File: config.mk
export PLATFORM = sky130hd
export DESIGN_NAME = lector_contadores
export DESIGN_NICKNAME = d
export VERILOG_FILES = /design/src/rtl/lector_contadores.sv
export SDC_FILE = /design/constraint.sdc
export NUM_CORES = 1
export LEC_CHECK = 0
export ABC_AREA = 1
export CORE_MARGIN = 4
export CORE_UTILIZATION = 45
export DETAILED_ROUTE_END_ITERATION = 12
export HOLD_SLACK_MARGIN = 0.05
export PLACE_DENSITY = 0.67
export SYNTH_ARGS = -nofsm -noshare
export SYNTH_HDL_FRONTEND = slang
export SYNTH_SLANG_ARGS = --single-unit
File: constraint.sdc
create_clock -name clk -period 2.02 [get_ports clk]
set_input_delay 0.606 -clock clk [delete_from_list [all_inputs] [get_ports clk]]
set_output_delay 0.606 -clock clk [all_outputs]
set_load 0.1 [all_outputs]
File: src/rtl/lector_contadores.sv
`default_nettype none
// ============================================================================
//  Module      : lector_contadores
//  Description : Initiator side of the transaction-layer counter-read
//                interface. Keeps a push counter per FIFO, snapshots those
//                counters when a sweep starts, reads back the four pop
//                counters (idx 0..3) over the req/idx -> valid/data
//                handshake, and flags a per-FIFO match or timeout.
//  Revision    : 1.0  initial release
// ============================================================================
module lector_contadores #(
    parameter int CNT_WIDTH = 5,
    parameter int TIMEOUT   = 8
) (
    input  logic                 clk,
    input  logic                 rst,
    input  logic                 start,
    input  logic                 push_0,
    input  logic                 push_1,
    input  logic                 push_2,
    input  logic                 push_3,
    input  logic                 valid_in,
    input  logic [CNT_WIDTH-1:0] data_in,
    output logic                 req,
    output logic [1:0]           idx,
    output logic                 busy,
    output logic                 done,
    output logic [CNT_WIDTH-1:0] count_0,
    output logic [CNT_WIDTH-1:0] count_1,
    output logic [CNT_WIDTH-1:0] count_2,
    output logic [CNT_WIDTH-1:0] count_3,
    output logic [3:0]           match,
    output logic [3:0]           timeout_err
);

    // The wait counter is 8 bits wide, enough for the whole TIMEOUT range.
    // A timeout fires on the TIMEOUT-th WAIT cycle, i.e. when the counter
    // already holds TIMEOUT-1 and valid_in is still low.
    localparam logic [7:0] c_WAIT_LAST = 8'(TIMEOUT - 1);

    typedef enum logic [2:0] {
        S_IDLE = 3'd0,
        S_REQ  = 3'd1,
        S_WAIT = 3'd2,
        S_CAPT = 3'd3,
        S_DONE = 3'd4
    } state_t;

    state_t               r_state;
    logic [1:0]           r_idx;
    logic                 r_req;
    logic                 r_busy;
    logic                 r_done;
    logic [7:0]           r_wait;
    logic [3:0]           r_match;
    logic [3:0]           r_terr;
    logic [CNT_WIDTH-1:0] r_push_cnt [4];
    logic [CNT_WIDTH-1:0] r_snap     [4];
    logic [CNT_WIDTH-1:0] r_count    [4];

    logic [3:0]           w_push;

    assign w_push = {push_3, push_2, push_1, push_0};

    // Expected counts: every push strobe is counted in every state, wrapping
    // naturally at the counter width.
    always_ff @(posedge clk) begin
        if (rst) begin
            for (int i = 0; i < 4; i++) begin
                r_push_cnt[i] <= '0;
            end
        end else begin
            for (int i = 0; i < 4; i++) begin
                r_push_cnt[i] <= r_push_cnt[i] + CNT_WIDTH'(w_push[i]);
            end
        end
    end

    // Sweep sequencer: REQ -> WAIT -> CAPT per index, then a one-cycle DONE.
    // req, busy and done are registered alongside the state so they line up
    // exactly with the state they describe.
    always_ff @(posedge clk) begin
        if (rst) begin
            r_state <= S_IDLE;
            r_idx   <= 2'd0;
            r_req   <= 1'b0;
            r_busy  <= 1'b0;
            r_done  <= 1'b0;
            r_wait  <= 8'd0;
            r_match <= 4'd0;
            r_terr  <= 4'd0;
            for (int i = 0; i < 4; i++) begin
                r_snap[i]  <= '0;
                r_count[i] <= '0;
            end
        end else begin
            r_req  <= 1'b0;
            r_done <= 1'b0;
            case (r_state)
                S_IDLE: begin
                    if (start) begin
                        r_state <= S_REQ;
                        r_idx   <= 2'd0;
                        r_match <= 4'd0;
                        r_terr  <= 4'd0;
                        r_busy  <= 1'b1;
                        r_req   <= 1'b1;
                        // A push landing in the accept cycle belongs to this sweep.
                        for (int i = 0; i < 4; i++) begin
                            r_snap[i] <= r_push_cnt[i] + CNT_WIDTH'(w_push[i]);
                        end
                    end
                end
                S_REQ: begin
                    r_wait  <= 8'd0;
                    r_state <= S_WAIT;
                end
                S_WAIT: begin
                    // A response on the last permitted cycle wins over the timeout.
                    if (valid_in) begin
                        r_count[r_idx] <= data_in;
                        r_state        <= S_CAPT;
                    end else if (r_wait == c_WAIT_LAST) begin
                        r_count[r_idx] <= '0;
                        r_terr[r_idx]  <= 1'b1;
                        r_state        <= S_CAPT;
                    end else begin
                        r_wait <= r_wait + 8'd1;
                    end
                end
                S_CAPT: begin
                    r_match[r_idx] <= (r_count[r_idx] == r_snap[r_idx]) && !r_terr[r_idx];
                    if (r_idx == 2'd3) begin
                        r_state <= S_DONE;
                        r_busy  <= 1'b0;
                        r_done  <= 1'b1;
                    end else begin
                        r_idx   <= r_idx + 2'd1;
                        r_state <= S_REQ;
                        r_req   <= 1'b1;
                    end
                end
                S_DONE: begin
                    r_state <= S_IDLE;
                end
                default: begin
                    r_state <= S_IDLE;
                    r_busy  <= 1'b0;
                end
            endcase
        end
    end

    assign req         = r_req;
    assign idx         = r_idx;
    assign busy        = r_busy;
    assign done        = r_done;
    assign count_0     = r_count[0];
    assign count_1     = r_count[1];
    assign count_2     = r_count[2];
    assign count_3     = r_count[3];
    assign match       = r_match;
    assign timeout_err = r_terr;

endmodule
`default_nettype wire
== Yosys cells after proc, flatten, opt, wreduce, memory -nomap -nowiden ==
Memory sizes are Yosys's and may differ from the RTL's. A register that Yosys moved wholly into a read port is not among the register bits.
Index checks and enable logic that the tools add are counted.

* Bits in writable memories: 60
* Input port bits: 13
* Bits in registers: 24
* Memory bits (read-only): 0
* Memories kept: 3
* Logic and storage cells: 120
* Output and inout port bits: 33
* Bits in latches: 0

* Order comparisons: 2
* Bitwise operators: 12
* Shift operators: 0
* Add/subtract/negate cells: 6
* Multipliers: 0
* Div/mod/pow operators: 0
* Equality and inequality tests: 14
* Reductions and logical operators: 16
* Muxes and demuxes: 59

{| class="wikitable"
|+ Memories
! memory !! words !! width !! rd ports !! clocked after Yosys merged registers in !! wr ports !! line !! RTL
|-
| r_count || 4 || 5 || 5 || 1 || 4 || 59 || <nowiki>logic [CNT_WIDTH-1:0] r_count [4];</nowiki>
|-
| r_push_cnt || 4 || 5 || 4 || 0 || 4 || 57 || <nowiki>logic [CNT_WIDTH-1:0] r_push_cnt [4];</nowiki>
|-
| r_snap || 4 || 5 || 1 || 1 || 4 || 58 || <nowiki>logic [CNT_WIDTH-1:0] r_snap [4];</nowiki>
|}

{| class="wikitable"
|+ Operators with widths
! cell !! number
|-
| $mux 5 || 10
|-
| $mux 1 || 23
|-
| $add 5x1->5 || 4
|-
| $mux 8 || 2
|-
| $pmux 4 s2 || 2
|-
| $pmux 8 s2 || 1
|-
| $mux 2 || 7
|-
| $mux 3 || 4
|-
| $mux 4 || 3
|-
| $ne 2x2->1 const B || 6
|-
| $pmux 3 s4 || 1
|-
| $or 1x1->1 || 9
|-
| $reduce_and 3->1 || 3
|-
| $add 8x1->8 const B || 1
|-
| $eq 8x3->1 const B || 1
|-
| $eq 3x2->1 const B || 2
|-
| $reduce_bool 2->1 || 3
|-
| $eq 5x5->1 || 1
|-
| $reduce_or 5->1 || 1
|-
| $bwmux 4 || 1
|-
| $or 4x4->4 || 1
|-
| $pmux 2 s2 || 1
|-
| $reduce_and 2->1 || 2
|-
| $reduce_and 4->1 || 1
|-
| 17 further kinds || 19
|}

== Longest topological paths before layout ==
* Word-level depth: 9
* Depth in mapped cells: 12
* Gate-level depth less buffers: 12

== Worst setup path after synthesis ==
Ideal clock, no wire load.

* Path kind: register to register
* From: register r_idx[1] (netlist: idx[1])
* To: register r_match[0] (netlist: match[0])
* Path slack: -0.117 ns
* Cell stages (with the launch flop): 9
* Setup time: 0.074 ns
* Buffers on the path: 0
* Data required time: 1.946 ns
* Period minus slack after synthesis: 2.137 ns
* Arrival: 2.062 ns
* Path through: dfxtp_1 -> inv_1 -> a21oi_1 -> o21ai_0 -> nand2_1 -> nand2_1 -> nor2_1 -> nand3_1 -> o21ai_0

* Cells in the longest elaborated chain, start to end: 6
* Elaborated cells between the ends (all ways): 11
* Classes of those cells: order compare (2); mux (6); reduce/logical (3)

{| class="wikitable"
|+ RTL lines
! what !! line !! RTL
|-
| start, declared || 50 || <nowiki>logic [1:0] r_idx;</nowiki>
|-
| start signal, assigned || 138 || <nowiki>r_idx <= r_idx + 2'd1;</nowiki>
|-
| $lt 2x3->1 (implied by the code), or another cell as far along || 132 || <nowiki>r_match[r_idx] <= (r_count[r_idx] == r_snap[r_idx]) && !r_terr[r_idx];</nowiki>
|-
| $logic_and 1x1->1 or $mux 1 (tied branches) || 132 ||
|-
| $mux 1 (implied by the code) or $logic_not 1->1 (tied branches) || 132 ||
|-
| $demux 1 s2 or $logic_and 1x1->1 (tied branches) || 132 ||
|-
| $bwmux 4 (*) || 132 ||
|-
| $pmux 4 s2 (*) || 99 || <nowiki>case (r_state)</nowiki>
|-
| end signal, assigned by index || 132 ||
|-
| end, declared || 55 || <nowiki>logic [3:0] r_match;</nowiki>
|}

Every way passes the cells marked *; elsewhere a longest branch is shown, timed or not. The select of a mux whose other input is x is not followed.
A chain may end at the register's enable or synchronous reset.

==> impl_metrics.toml <==
[placed_design]
gp_congestion = 0.782
dpl.hpwl_mm = 6.21
io_buffers = 45

[synth]
ys_ff_latch = 86
syn_area_sq_um = 3930
yosysSeqAreaShare = 0.541
synth_nets = 485
syn_avg_cell_area_sq_um = 8.55
ys_types = 29
ys_warn_count = 0
netlist_instances = 459

[timing]
fin_crit_sh = 0.897
finalCriticalPeriod_ps = 1810
rsz0062_at_grt = "no"
skew_ps = 12.2
worst-slew-pin-transition_ps = 348
hold_viol = 0
fmax_mhz = 552
finalSetupTns_ps = 0
setup_viol = 0
slew-limit-headroom = 0.766
drv_slew = 0

[pwr]
internal-power_mw = 3.06
pwr-share-seq = 0.459
p_leak_nw = 2.27
irDropWorstVdd_mv = 0.449
power_frac_clock = 0.277
finalPower_mw = 4.61
pwr-share-comb = 0.263
swShare = 0.337
p_sw_mw = 1.55
powerDensity_nw_per_um2 = 888

[layout]
nets = 553
area_growth_syn_to_layout_pct = 32.3
layout-drive-gt1-share = 0.169
antenna_cells = 0
mostFrequentLayoutCell = "nand2_1"
multi_input_area_sq_um = 1490
layout_common_cells = "nand2_1 (94), nor2_1 (75), inv_1 (69)"
regArea_sq_um = 2120
fillers = 706

[clock_network]
cts_buffers = 9
cts_tree = "done"
htreeDepth = 3
cts-root-buf = "clkbuf_8"
postCtsHoldBufs = 0
clkSlewWorstSetupHoldPaths_ps = 80
cts_buffer_depth = 2
clk-insertion-delay-late_ps = 360
clock-sinks = 86

[global_route]
grt_util_all_layers = 0.174
grt_max_degree = 34
grt_pass1_wl_mm = 13.9
antenna_found_initial = 0
grt_pass1_vias = 3036
overflow = 0

[drt]
avgRoutedWirePerCell_um = 12.6
wl_mm = 8.04
via_count = 3086
antenna_left = 0
vias_per_cell = 4.84
firstDrtPassIters = 4
drc_errors = 0
drtIter0Drc = 134

[worst_setup_path]
worst-path-buf-inv = 1
slowest_delay_ps = 390
worstSetupStartpointType = "flip-flop"
arrival_ps = 1870
cp.required_ps = 2070
slowest_stage = "dfxtp_1"
crit_family = "simple AND/OR/NAND/NOR gates"
endpoint_kind = "flip-flop"
critPathKind = "reg2reg"
critPathMaxFanout = 5
crit_top_cell = "nand2_1"
path_cells = "ha_1 -> nand2_1 -> inv_1 -> nand2_1 -> nor2_1 -> nand2_1 -> nand2_2 -> nand2_2 -> nor2_4 -> nand2_2 -> nand2_1"

[outcome]
status = "completed"

[floorplanning]
die_area_sq_um = 10300
die_w_um = 101
rows = 33
core_area_sq_um = 8340
boundaryPins = 46
die_h_um = 101
start_util = 0.471

[flow_run]
drv_cap = 0

[worst_hold_path]
hold_class = "reg2reg"
==> metal layers <==
metal  vias up  share of wire  track usage  routed length [um]
met5         -              0            0                   0
met4         0          0.021       0.0777                 172
met3        14          0.045       0.0262                 360
met2        61           0.48        0.281                3890
met1      1422           0.45        0.231                3620
li1       1589              -            -                   -
==> worst paths after layout <==
kind	end	slack [ps]	startpoint	cells after the start
min	r_wait[7]$_SDFFE_PP0P_	490	r_wait[7]$_SDFFE_PP0P_	2
max	r_count[0][0]$_SDFFCE_PN0P_	210	r_wait[0]$_SDFFE_PP0P_	11
max reg2reg	r_count[0][0]$_SDFFCE_PN0P_	210	r_wait[0]$_SDFFE_PP0P_	11
min reg2reg	r_wait[7]$_SDFFE_PP0P_	490	r_wait[7]$_SDFFE_PP0P_	2
==> tightest hold or removal path, cell delays in order, from the launching register on <==
cell and delay, ps:
dfxtp_1 330, nand2_1 60, a21oi_1 60
==> kinds of logic after synthesis <==
logic type | synth area share
AO/OA/AOI/OAI | 0.0491
XOR/XNOR | 0.0402
adder cells (fa/ha/maj) | 0.0414
buffers and inverters | 0.0800
flip-flops | 0.541
AND/OR/NAND/NOR | 0.249
==> cell usage after synthesis (all sizes together) <==
master / count / area share
nand2: 100 / 0.099
nor2: 77 / 0.076
inv: 71 / 0.068
dfxtp: 46 / 0.23
edfxtp: 40 / 0.31
nand3: 35 / 0.049
a21oi: 21 / 0.027
ha: 13 / 0.041
xnor2: 11 / 0.025
nor3: 7 / 0.012
o21ai: 7 / 0.0089
xor2: 7 / 0.016
clkbuf: 6 / 0.0057
a211oi: 4 / 0.0077
or2: 4 / 0.0064
nand4: 3 / 0.0064
o31ai: 3 / 0.0057
buf: 2 / 0.0041
clkinv: 2 / 0.0022
==> layout make-up <==
type                       count  share of cell area
clock buffer                  10              0.0287
clock inverter                 6              0.0128
inverter                      73              0.0530
multi-input combinational    292               0.287
sequential                    86               0.409
tap                          105              0.0253
timing repair buffer          65               0.184
==> flip-flops by register name (all words and copies together), names as in the netlist, 2 cells and up, named ones only <==
signal	flops
r_count	20
r_push_cnt	20
r_snap	20
r_wait	8
match	4
timeout_err	4
r_state	3
idx	2
==> stage by stage <==
step                      setup slack [ps]   util  hold WS, ps  cell area, sq um  instances
after floorplan                       67.5      -          459              3930        459
after global placement               -9.75  0.597          469              4980        621
after detailed placement             -81.0  0.597          474              4980        621
after CTS                              194  0.622          486              5190        637
after global routing                  25.8  0.623          533              5190        637
final                                  207  0.623          486              5190        637
==> repair_timing <==
action | CTS | global route
buffers inserted | 0 | 0
gates resized for setup | 0 | 1
hold endpoints to repair | 0 | 0
endpoints found under the setup margin | 0 | 3
==> power groups by stage <==
stage          logic (mW)  registers (mW)  clock network, mW
2_1_floorplan       0.523            2.42                  0
3_3_place_gp         1.20            2.15                  0
3_5_place_dp         1.22            2.16                  0
4_1_cts              1.22            2.12               1.30
5_1_grt              1.34            2.14               1.38
6_report             1.21            2.12               1.28
Power figures use the tool's default switching activity.
